`src/rtl/muldiv_ctrl.sv`:
```
// Multi-cycle MULT/MULTU/DIV/DIVU sequencer with the HI/LO register pair and MFxx/MTxx access.
// Latency: start sampled at E0, WIDTH iterations, sign fix at E0+WIDTH+1; MTxx writes at E0; div-by-zero reports at E0.
// Backpressure: stall holds the EX instruction while the sequencer is not IDLE; a start is only accepted in IDLE.
module muldiv_ctrl #(
  parameter int WIDTH = 32
) (
  input  logic             clk,
  input  logic             reset_n,
  input  logic             start,
  input  logic [5:0]       funct,
  input  logic [WIDTH-1:0] op_a,
  input  logic [WIDTH-1:0] op_b,
  input  logic             flush,
  output logic             stall,
  output logic             busy,
  output logic             done,
  output logic             div_by_zero,
  output logic [WIDTH-1:0] md_result,
  output logic [WIDTH-1:0] hi,
  output logic [WIDTH-1:0] lo
);

  localparam int CW = (WIDTH > 1) ? $clog2(WIDTH) : 1;

  localparam logic [5:0] F_MFHI  = 6'b010000;
  localparam logic [5:0] F_MTHI  = 6'b010001;
  localparam logic [5:0] F_MFLO  = 6'b010010;
  localparam logic [5:0] F_MTLO  = 6'b010011;
  localparam logic [5:0] F_MULT  = 6'b011000;
  localparam logic [5:0] F_MULTU = 6'b011001;
  localparam logic [5:0] F_DIV   = 6'b011010;
  localparam logic [5:0] F_DIVU  = 6'b011011;

  typedef enum logic [1:0] {
    S_IDLE,
    S_MUL,
    S_DIV,
    S_FIX
  } state_t;

  state_t             state_q, state_d;
  logic [CW-1:0]      count_q;
  logic               op_div_q;
  logic               neg_res_q;
  logic               neg_rem_q;
  logic [WIDTH-1:0]   mcand_q;   // multiplicand magnitude, or divisor magnitude
  logic [2*WIDTH-1:0] prod_q;
  logic [WIDTH:0]     rem_q;
  logic [WIDTH-1:0]   quo_q;

  logic               is_mul, is_div, is_mt, is_mf;
  logic               accept, signed_op, a_neg, b_neg, b_zero, last;
  logic [WIDTH-1:0]   a_mag, b_mag;
  logic [WIDTH-1:0]   mul_addend;
  logic [WIDTH:0]     mul_sum;
  logic [2*WIDTH-1:0] mul_next;
  logic [WIDTH:0]     div_shift, div_trial;
  logic               div_ok;
  logic [WIDTH:0]     rem_next;
  logic [WIDTH-1:0]   quo_next;
  logic [2*WIDTH-1:0] prod_fix;
  logic [WIDTH-1:0]   quo_fix, rem_fix;

  // Decode and operand conditioning
  always_comb begin
    is_mul    = (funct == F_MULT) || (funct == F_MULTU);
    is_div    = (funct == F_DIV)  || (funct == F_DIVU);
    is_mt     = (funct == F_MTHI) || (funct == F_MTLO);
    is_mf     = (funct == F_MFHI) || (funct == F_MFLO);
    accept    = (state_q == S_IDLE) && start && !flush;
    signed_op = !funct[0];
    a_neg     = signed_op && op_a[WIDTH-1];
    b_neg     = signed_op && op_b[WIDTH-1];
    a_mag     = a_neg ? (~op_a + 1'b1) : op_a;
    b_mag     = b_neg ? (~op_b + 1'b1) : op_b;
    b_zero    = (op_b == '0);
    last      = (count_q == CW'(WIDTH - 1));
  end

  // One shift-add / restoring-subtract step per cycle
  always_comb begin
    mul_addend = prod_q[0] ? mcand_q : '0;
    mul_sum    = {1'b0, prod_q[2*WIDTH-1:WIDTH]} + {1'b0, mul_addend};
    mul_next   = {mul_sum, prod_q[WIDTH-1:1]};
    div_shift  = {rem_q[WIDTH-1:0], quo_q[WIDTH-1]};
    div_trial  = div_shift - {1'b0, mcand_q};
    div_ok     = !div_trial[WIDTH];
    rem_next   = div_ok ? div_trial : div_shift;
    quo_next   = {quo_q[WIDTH-2:0], div_ok};
    prod_fix   = neg_res_q ? (~prod_q + 1'b1) : prod_q;
    quo_fix    = neg_res_q ? (~quo_q + 1'b1) : quo_q;
    rem_fix    = neg_rem_q ? (~rem_q[WIDTH-1:0] + 1'b1) : rem_q[WIDTH-1:0];
  end

  always_ff @(posedge clk or negedge reset_n) begin
    if (!reset_n) state_q <= S_IDLE;
    else          state_q <= state_d;
  end

  always_comb begin
    state_d = state_q;
    unique case (state_q)
      S_IDLE: begin
        if (accept && is_mul)                state_d = S_MUL;
        else if (accept && is_div && !b_zero) state_d = S_DIV;
      end
      S_MUL:   state_d = flush ? S_IDLE : (last ? S_FIX : S_MUL);
      S_DIV:   state_d = flush ? S_IDLE : (last ? S_FIX : S_DIV);
      S_FIX:   state_d = S_IDLE;
      default: state_d = S_IDLE;
    endcase
  end

  always_ff @(posedge clk or negedge reset_n) begin
    if (!reset_n) begin
      count_q     <= '0;
      op_div_q    <= 1'b0;
      neg_res_q   <= 1'b0;
      neg_rem_q   <= 1'b0;
      mcand_q     <= '0;
      prod_q      <= '0;
      rem_q       <= '0;
      quo_q       <= '0;
      hi          <= '0;
      lo          <= '0;
      done        <= 1'b0;
      div_by_zero <= 1'b0;
    end else begin
      done        <= 1'b0;
      div_by_zero <= 1'b0;
      unique case (state_q)
        S_IDLE: begin
          count_q <= '0;
          if (accept && is_mul) begin
            op_div_q  <= 1'b0;
            mcand_q   <= a_mag;
            prod_q    <= {{WIDTH{1'b0}}, b_mag};
            neg_res_q <= a_neg ^ b_neg;
          end
          if (accept && is_div) begin
            if (b_zero) begin
              done        <= 1'b1;
              div_by_zero <= 1'b1;
            end else begin
              op_div_q  <= 1'b1;
              mcand_q   <= b_mag;
              rem_q     <= '0;
              quo_q     <= a_mag;
              neg_res_q <= a_neg ^ b_neg;
              neg_rem_q <= a_neg;
            end
          end
          if (accept && funct == F_MTHI) hi <= op_a;
          if (accept && funct == F_MTLO) lo <= op_a;
        end
        S_MUL: begin
          if (flush) begin
            count_q <= '0;
          end else begin
            prod_q  <= mul_next;
            count_q <= count_q + CW'(1);
          end
        end
        S_DIV: begin
          if (flush) begin
            count_q <= '0;
          end else begin
            rem_q   <= rem_next;
            quo_q   <= quo_next;
            count_q <= count_q + CW'(1);
          end
        end
        S_FIX: begin
          count_q <= '0;
          if (!flush) begin
            done <= 1'b1;
            if (op_div_q) begin
              hi <= rem_fix;
              lo <= quo_fix;
            end else begin
              hi <= prod_fix[2*WIDTH-1:WIDTH];
              lo <= prod_fix[WIDTH-1:0];
            end
          end
        end
        default: count_q <= '0;
      endcase
    end
  end

  // Any non-IDLE state holds the pipeline; MFxx during busy would read stale HI/LO.
  assign busy      = (state_q != S_IDLE);
  assign stall     = busy || (start && (is_mf || is_mul || is_div || is_mt) && (state_q != S_IDLE));
  assign md_result = (funct == F_MFHI) ? hi : lo;

endmodule

```
`config.mk`:
```
export PLATFORM = sky130hd
export DESIGN_NAME = muldiv_ctrl
export DESIGN_NICKNAME = d
export VERILOG_FILES = /design/src/rtl/muldiv_ctrl.sv
export SDC_FILE = /design/constraint.sdc
export NUM_CORES = 1
export LEC_CHECK = 0
export BUFFER_PORTS_ARGS = -buffer_cell sky130_fd_sc_hd__buf_4
export CELL_PAD_IN_SITES_DETAIL_PLACEMENT = 1
export CELL_PAD_IN_SITES_GLOBAL_PLACEMENT = 1
export CORE_ASPECT_RATIO = 1.4
export CORE_MARGIN = 10
export CORE_UTILIZATION = 30
export DETAILED_ROUTE_END_ITERATION = 8
export MAX_ROUTING_LAYER = met4
export PLACE_DENSITY = 0.56
export SLEW_MARGIN = 20
export SYNTH_ARGS = -nofsm -noshare
export SYNTH_HDL_FRONTEND = slang
export SYNTH_SLANG_ARGS = --single-unit
```
`constraint.sdc`:
```
create_clock -name clk -period 3.64 [get_ports clk]
set_input_delay 0.364 -clock clk [delete_from_list [all_inputs] [get_ports clk]]
set_output_delay 0.364 -clock clk [all_outputs]
set_load 0.05 [all_outputs]
```
==> flow_results.xml <==
<?xml version="1.0" encoding="UTF-8"?>
<metrics>
  <group name="pwr">
    <metric name="power.share.clock" unit="%">15.2</metric>
    <metric name="seq_power_share" unit="%">23.7</metric>
    <metric name="power_density_over_the_cells" unit="nW/um^2">950</metric>
    <metric name="logic_pwr_share" unit="%">61.0</metric>
    <metric name="leakagePower" unit="nW">10.1</metric>
    <metric name="internal_power" unit="mW">10.8</metric>
    <metric name="vdd_drop_max" unit="mV">0.400</metric>
    <metric name="power.switching_fraction" unit="%">50.0</metric>
    <metric name="p_sw" unit="mW">10.8</metric>
  </group>
  <group name="clocking">
    <metric name="insertion_delay" unit="ns">0.58</metric>
    <metric name="ctsHtreeMaxLevel" unit="">1</metric>
    <metric name="cts_tree" unit="">yes</metric>
    <metric name="root_buffer" unit="">sky130_fd_sc_hd__clkbuf_16</metric>
    <metric name="cts_max_path_buffers" unit="">3</metric>
    <metric name="tritoncts.num_buffers" unit="">28</metric>
    <metric name="worst_setup_hold_path_clk_slew" unit="ns">0.07</metric>
    <metric name="clock_sink_count" unit="">236</metric>
  </group>
  <group name="global_route">
    <metric name="number_of_global_route_vias_before_repair" unit="">19100</metric>
    <metric name="antenna_found_initial" unit="">0</metric>
    <metric name="grt_usage" unit="%">21.8</metric>
    <metric name="grt_start_max_net_pins" unit="">93</metric>
    <metric name="grt_first_pass_wirelength" unit="um">120000</metric>
    <metric name="grt_remaining_overflow" unit="">0</metric>
  </group>
  <group name="yosys">
    <metric name="netlist_area" unit="sq um">18700</metric>
    <metric name="yosys_register_bits" unit="">236</metric>
    <metric name="syn_inst" unit="">2305</metric>
    <metric name="synth_warnings" unit="">0</metric>
    <metric name="synth_enable_flop_cells" unit="">0</metric>
    <metric name="synth_fp_nets" unit="">2457</metric>
    <metric name="async_flop_share" unit="%">100</metric>
    <metric name="post-synth-top-area-fraction" unit="%">31.6</metric>
    <metric name="syn_avg_cell_area" unit="sq um">8.10</metric>
    <metric name="synth-seq-area-share" unit="%">31.6</metric>
    <metric name="netlist.top_cell.by_area" unit="">sky130_fd_sc_hd__dfrtp_1</metric>
    <metric name="number_of_library_cell_types_mapped_by_synthesis" unit="">78</metric>
    <metric name="yosys_most_used_dff" unit="">sky130_fd_sc_hd__dfrtp_1</metric>
    <metric name="ys_top_cells_by_area" unit="">sky130_fd_sc_hd__dfrtp_1 32%, sky130_fd_sc_hd__o21ai_0 6.9%, sky130_fd_sc_hd__nand2_1 6.3%</metric>
  </group>
  <group name="sta">
    <metric name="timing.final.crit_period" unit="ns">3.41</metric>
    <metric name="fmaxAchievable" unit="GHz">0.293</metric>
    <metric name="max-slew-margin-rel" unit="%">34.8</metric>
    <metric name="setup_viol_count_final" unit="">0</metric>
    <metric name="final.period_utilization" unit="%">93.8</metric>
    <metric name="worst_hold_slack" unit="ns">0.110</metric>
    <metric name="slew_viol_final" unit="">0</metric>
    <metric name="clock-skew-final" unit="ns">0.0230</metric>
    <metric name="final_hold_viol_count" unit="">0</metric>
    <metric name="worst_slew_pin_slew" unit="ns">0.975</metric>
  </group>
  <group name="finish">
    <metric name="nNetsFinal" unit="">2658</metric>
    <metric name="layout.cells.most_common" unit="">sky130_fd_sc_hd__nand2_1</metric>
    <metric name="fillers" unit="">7329</metric>
    <metric name="final_cells" unit="">3352</metric>
    <metric name="layout.cells.most_common_list" unit="">314 x sky130_fd_sc_hd__nand2_1, 288 x sky130_fd_sc_hd__buf_4, 255 x sky130_fd_sc_hd__o21ai_0</metric>
    <metric name="regArea" unit="sq um">5910</metric>
    <metric name="multiInputGateArea" unit="sq um">12100</metric>
    <metric name="antenna-diode-count" unit="">0</metric>
    <metric name="final_layout_size_suffix_gt1_share" unit="%">17.0</metric>
    <metric name="flow.area_growth_from_synthesis" unit="%">21.4</metric>
  </group>
  <group name="drt">
    <metric name="route.detailed.vias_per_inst" unit="">5.41</metric>
    <metric name="drt_first_pass_iters" unit="">5</metric>
    <metric name="routed-via-count" unit="">18100</metric>
    <metric name="drc" unit="">0</metric>
    <metric name="wl" unit="um">79200</metric>
    <metric name="drtIter0Drc" unit="">1077</metric>
    <metric name="wl_per_cell" unit="um">23.6</metric>
    <metric name="drtAntennaViolNets" unit="">0</metric>
  </group>
  <group name="setup_path">
    <metric name="criticalPathCategory" unit="">reg2reg</metric>
    <metric name="worstRegToRegCells" unit="">13</metric>
    <metric name="critical_path.max_fanout" unit="">5</metric>
    <metric name="data_required_time_of_the_critical_path" unit="ns">4.15</metric>
    <metric name="crit_path_end_kind" unit="">flop</metric>
    <metric name="cp.arrival" unit="ns">3.92</metric>
    <metric name="cp-start-kind" unit="">flop</metric>
  </group>
  <group name="floorplan">
    <metric name="floorplan.initialDensity" unit="%">30.2</metric>
    <metric name="placeableCoreArea" unit="sq um">61800</metric>
    <metric name="die_width" unit="um">231</metric>
    <metric name="floorplan.rows" unit="">108</metric>
    <metric name="floorplan.die.height" unit="um">315</metric>
    <metric name="num_io_pins" unit="">174</metric>
    <metric name="total_die_area" unit="sq um">72700</metric>
  </group>
  <group name="placed_design">
    <metric name="port-buffer-count" unit="">173</metric>
    <metric name="post-dp-hpwl" unit="um">63300</metric>
    <metric name="gpl.final_weighted_congestion" unit="">0.975</metric>
    <metric name="place.detailed.instances" unit="">3300</metric>
  </group>
  <group name="worst_hold_path">
    <metric name="min_path_cells" unit="">3</metric>
    <metric name="worst_hold_check_path_type" unit="">in2reg</metric>
  </group>
  <group name="outcome">
    <metric name="status" unit="">complete, no violations</metric>
  </group>
  <group name="job">
    <metric name="max-cap-violations" unit="">0</metric>
  </group>
</metrics>
-- routing by layer --
metal	vias to the layer above	share of wire (%)	wire length [um]	global-route usage, %
met5	-	0	0	-
met4	0	2.9	2270	6.37
met3	100	3.6	2830	2.14
met2	354	49	39100	37.7
met1	9052	44	35000	26.6
li1	8621	-	-	-
-- worst max-delay path, stage by stage, from the launching register on --
cell,delay [ns]
sky130_fd_sc_hd__dfrtp_1,0.44
sky130_fd_sc_hd__and2_1,0.17
sky130_fd_sc_hd__ha_1,0.19
sky130_fd_sc_hd__inv_1,0.07
sky130_fd_sc_hd__fa_1,0.20
sky130_fd_sc_hd__nor2b_1,0.07
sky130_fd_sc_hd__o2111ai_1,0.32
sky130_fd_sc_hd__a31oi_2,0.22
sky130_fd_sc_hd__nor3_1,0.36
sky130_fd_sc_hd__o31ai_2,0.14
sky130_fd_sc_hd__a31oi_1,0.44
sky130_fd_sc_hd__o211ai_1,0.23
sky130_fd_sc_hd__a2111o_1,0.40
sky130_fd_sc_hd__nand3_1,0.09
-- cell type report --
cell class	count	share of cell area [%]
tap	825	4.56
multi-input combinational	1875	53.2
clock inverter	12	0.955
clock buffer	39	3.68
timing repair buffer	299	10.4
inverter	66	1.09
sequential	236	26.1
-- Yosys cell counts, drive strengths merged, types with 10 or more instances --
| cell | number |
|---|---|
| clkbuf | 86 |
| o22ai | 10 |
| a21oi | 178 |
| buf | 42 |
| or3 | 19 |
| nand4 | 13 |
| nand3 | 23 |
| o41ai | 19 |
| nor4 | 17 |
| ha | 76 |
| and3 | 17 |
| nor2b | 21 |
| a31oi | 19 |
| nor3 | 35 |
| o211ai | 33 |
| mux2i | 59 |
| o221ai | 11 |
| or4 | 17 |
| o211a | 13 |
| nand2 | 315 |
| nor2 | 194 |
| xor2 | 106 |
| o31ai | 51 |
| nand2b | 35 |
| a21o | 49 |
| a211oi | 13 |
| xnor2 | 128 |
| inv | 66 |
| mux2 | 39 |
| dfrtp | 236 |
| o21ai | 261 |
-- sequential cells by signal, summed over array words and instances (netlist names) --
register,cells
count_q,5
div_by_zero,1
done,1
hi,32
lo,32
mcand_q,32
neg_rem_q,1
neg_res_q,1
op_div_q,1
prod_q,64
quo_q,32
rem_q,32
state_q,2
-- logic make-up after synthesis --
family          count (synthesis)  share of synthesized area, %
compound gates                720                          23.9
xor+xnor                      234                          11.0
fa+ha+maj                      78                          5.31
buf+inv                       194                          4.10
flops                         236                          31.6
mux                            99                          5.64
simple gates                  744                          18.5
-- stage by stage --
| step | setup WS (ns) | util (%) | area [sq um] | setup TNS [ns] | power [mW] |
|---|---|---|---|---|---|
| 2_1_floorplan | 0.514 | - | 18700 | 0 | 13.6 |
| 3_3_place_gp | 0.140 | 34.9 | 21600 | 0 | 18.0 |
| 3_5_place_dp | 0.0909 | 34.9 | 21600 | 0 | 18.3 |
| 4_1_cts | 0.0685 | 36.7 | 22600 | 0 | 21.7 |
| 5_1_grt | -0.0227 | 36.7 | 22700 | -0.0253 | 23.1 |
| 6_report | 0.225 | 36.7 | 22700 | 0 | 21.5 |
-- repair_timing --
| action | CTS | global route |
|---|---|---|
| hold endpoints to repair | 61 | 0 |
| setup endpoints to repair | 0 | 37 |
| resized for setup | 0 | 5 |
| buffers inserted | 0 | 0 |
| hold buffers | 1 | 0 |
-- power by group through the flow --
| stage | Clock (mW) | Combinational (mW) | Sequential (mW) |
|---|---|---|---|
| 4_1_cts | 3.36 | 13.2 | 5.10 |
| 6_report | 3.28 | 13.1 | 5.11 |
| 5_1_grt | 3.44 | 14.4 | 5.30 |
| 3_5_place_dp | 0 | 13.2 | 5.14 |
| 2_1_floorplan | 0 | 8.07 | 5.53 |
| 3_3_place_gp | 0 | 12.9 | 5.08 |
-- final timing paths --
check / end / start / slack, ns
min in group asynchronous: rem_q[5] / reset_n / 0.35
worst min-delay path: lo[29] / op_a[29] / 0.11
worst max register to register: prod_q[61] / prod_q[0] / 0.23
worst min register to register: count_q[0] / count_q[0] / 0.47
worst max-delay path: prod_q[61] / prod_q[0] / 0.23
max in group asynchronous: prod_q[49] / reset_n / 2.22
No activity file was read; power rests on OpenSTA's default activity.
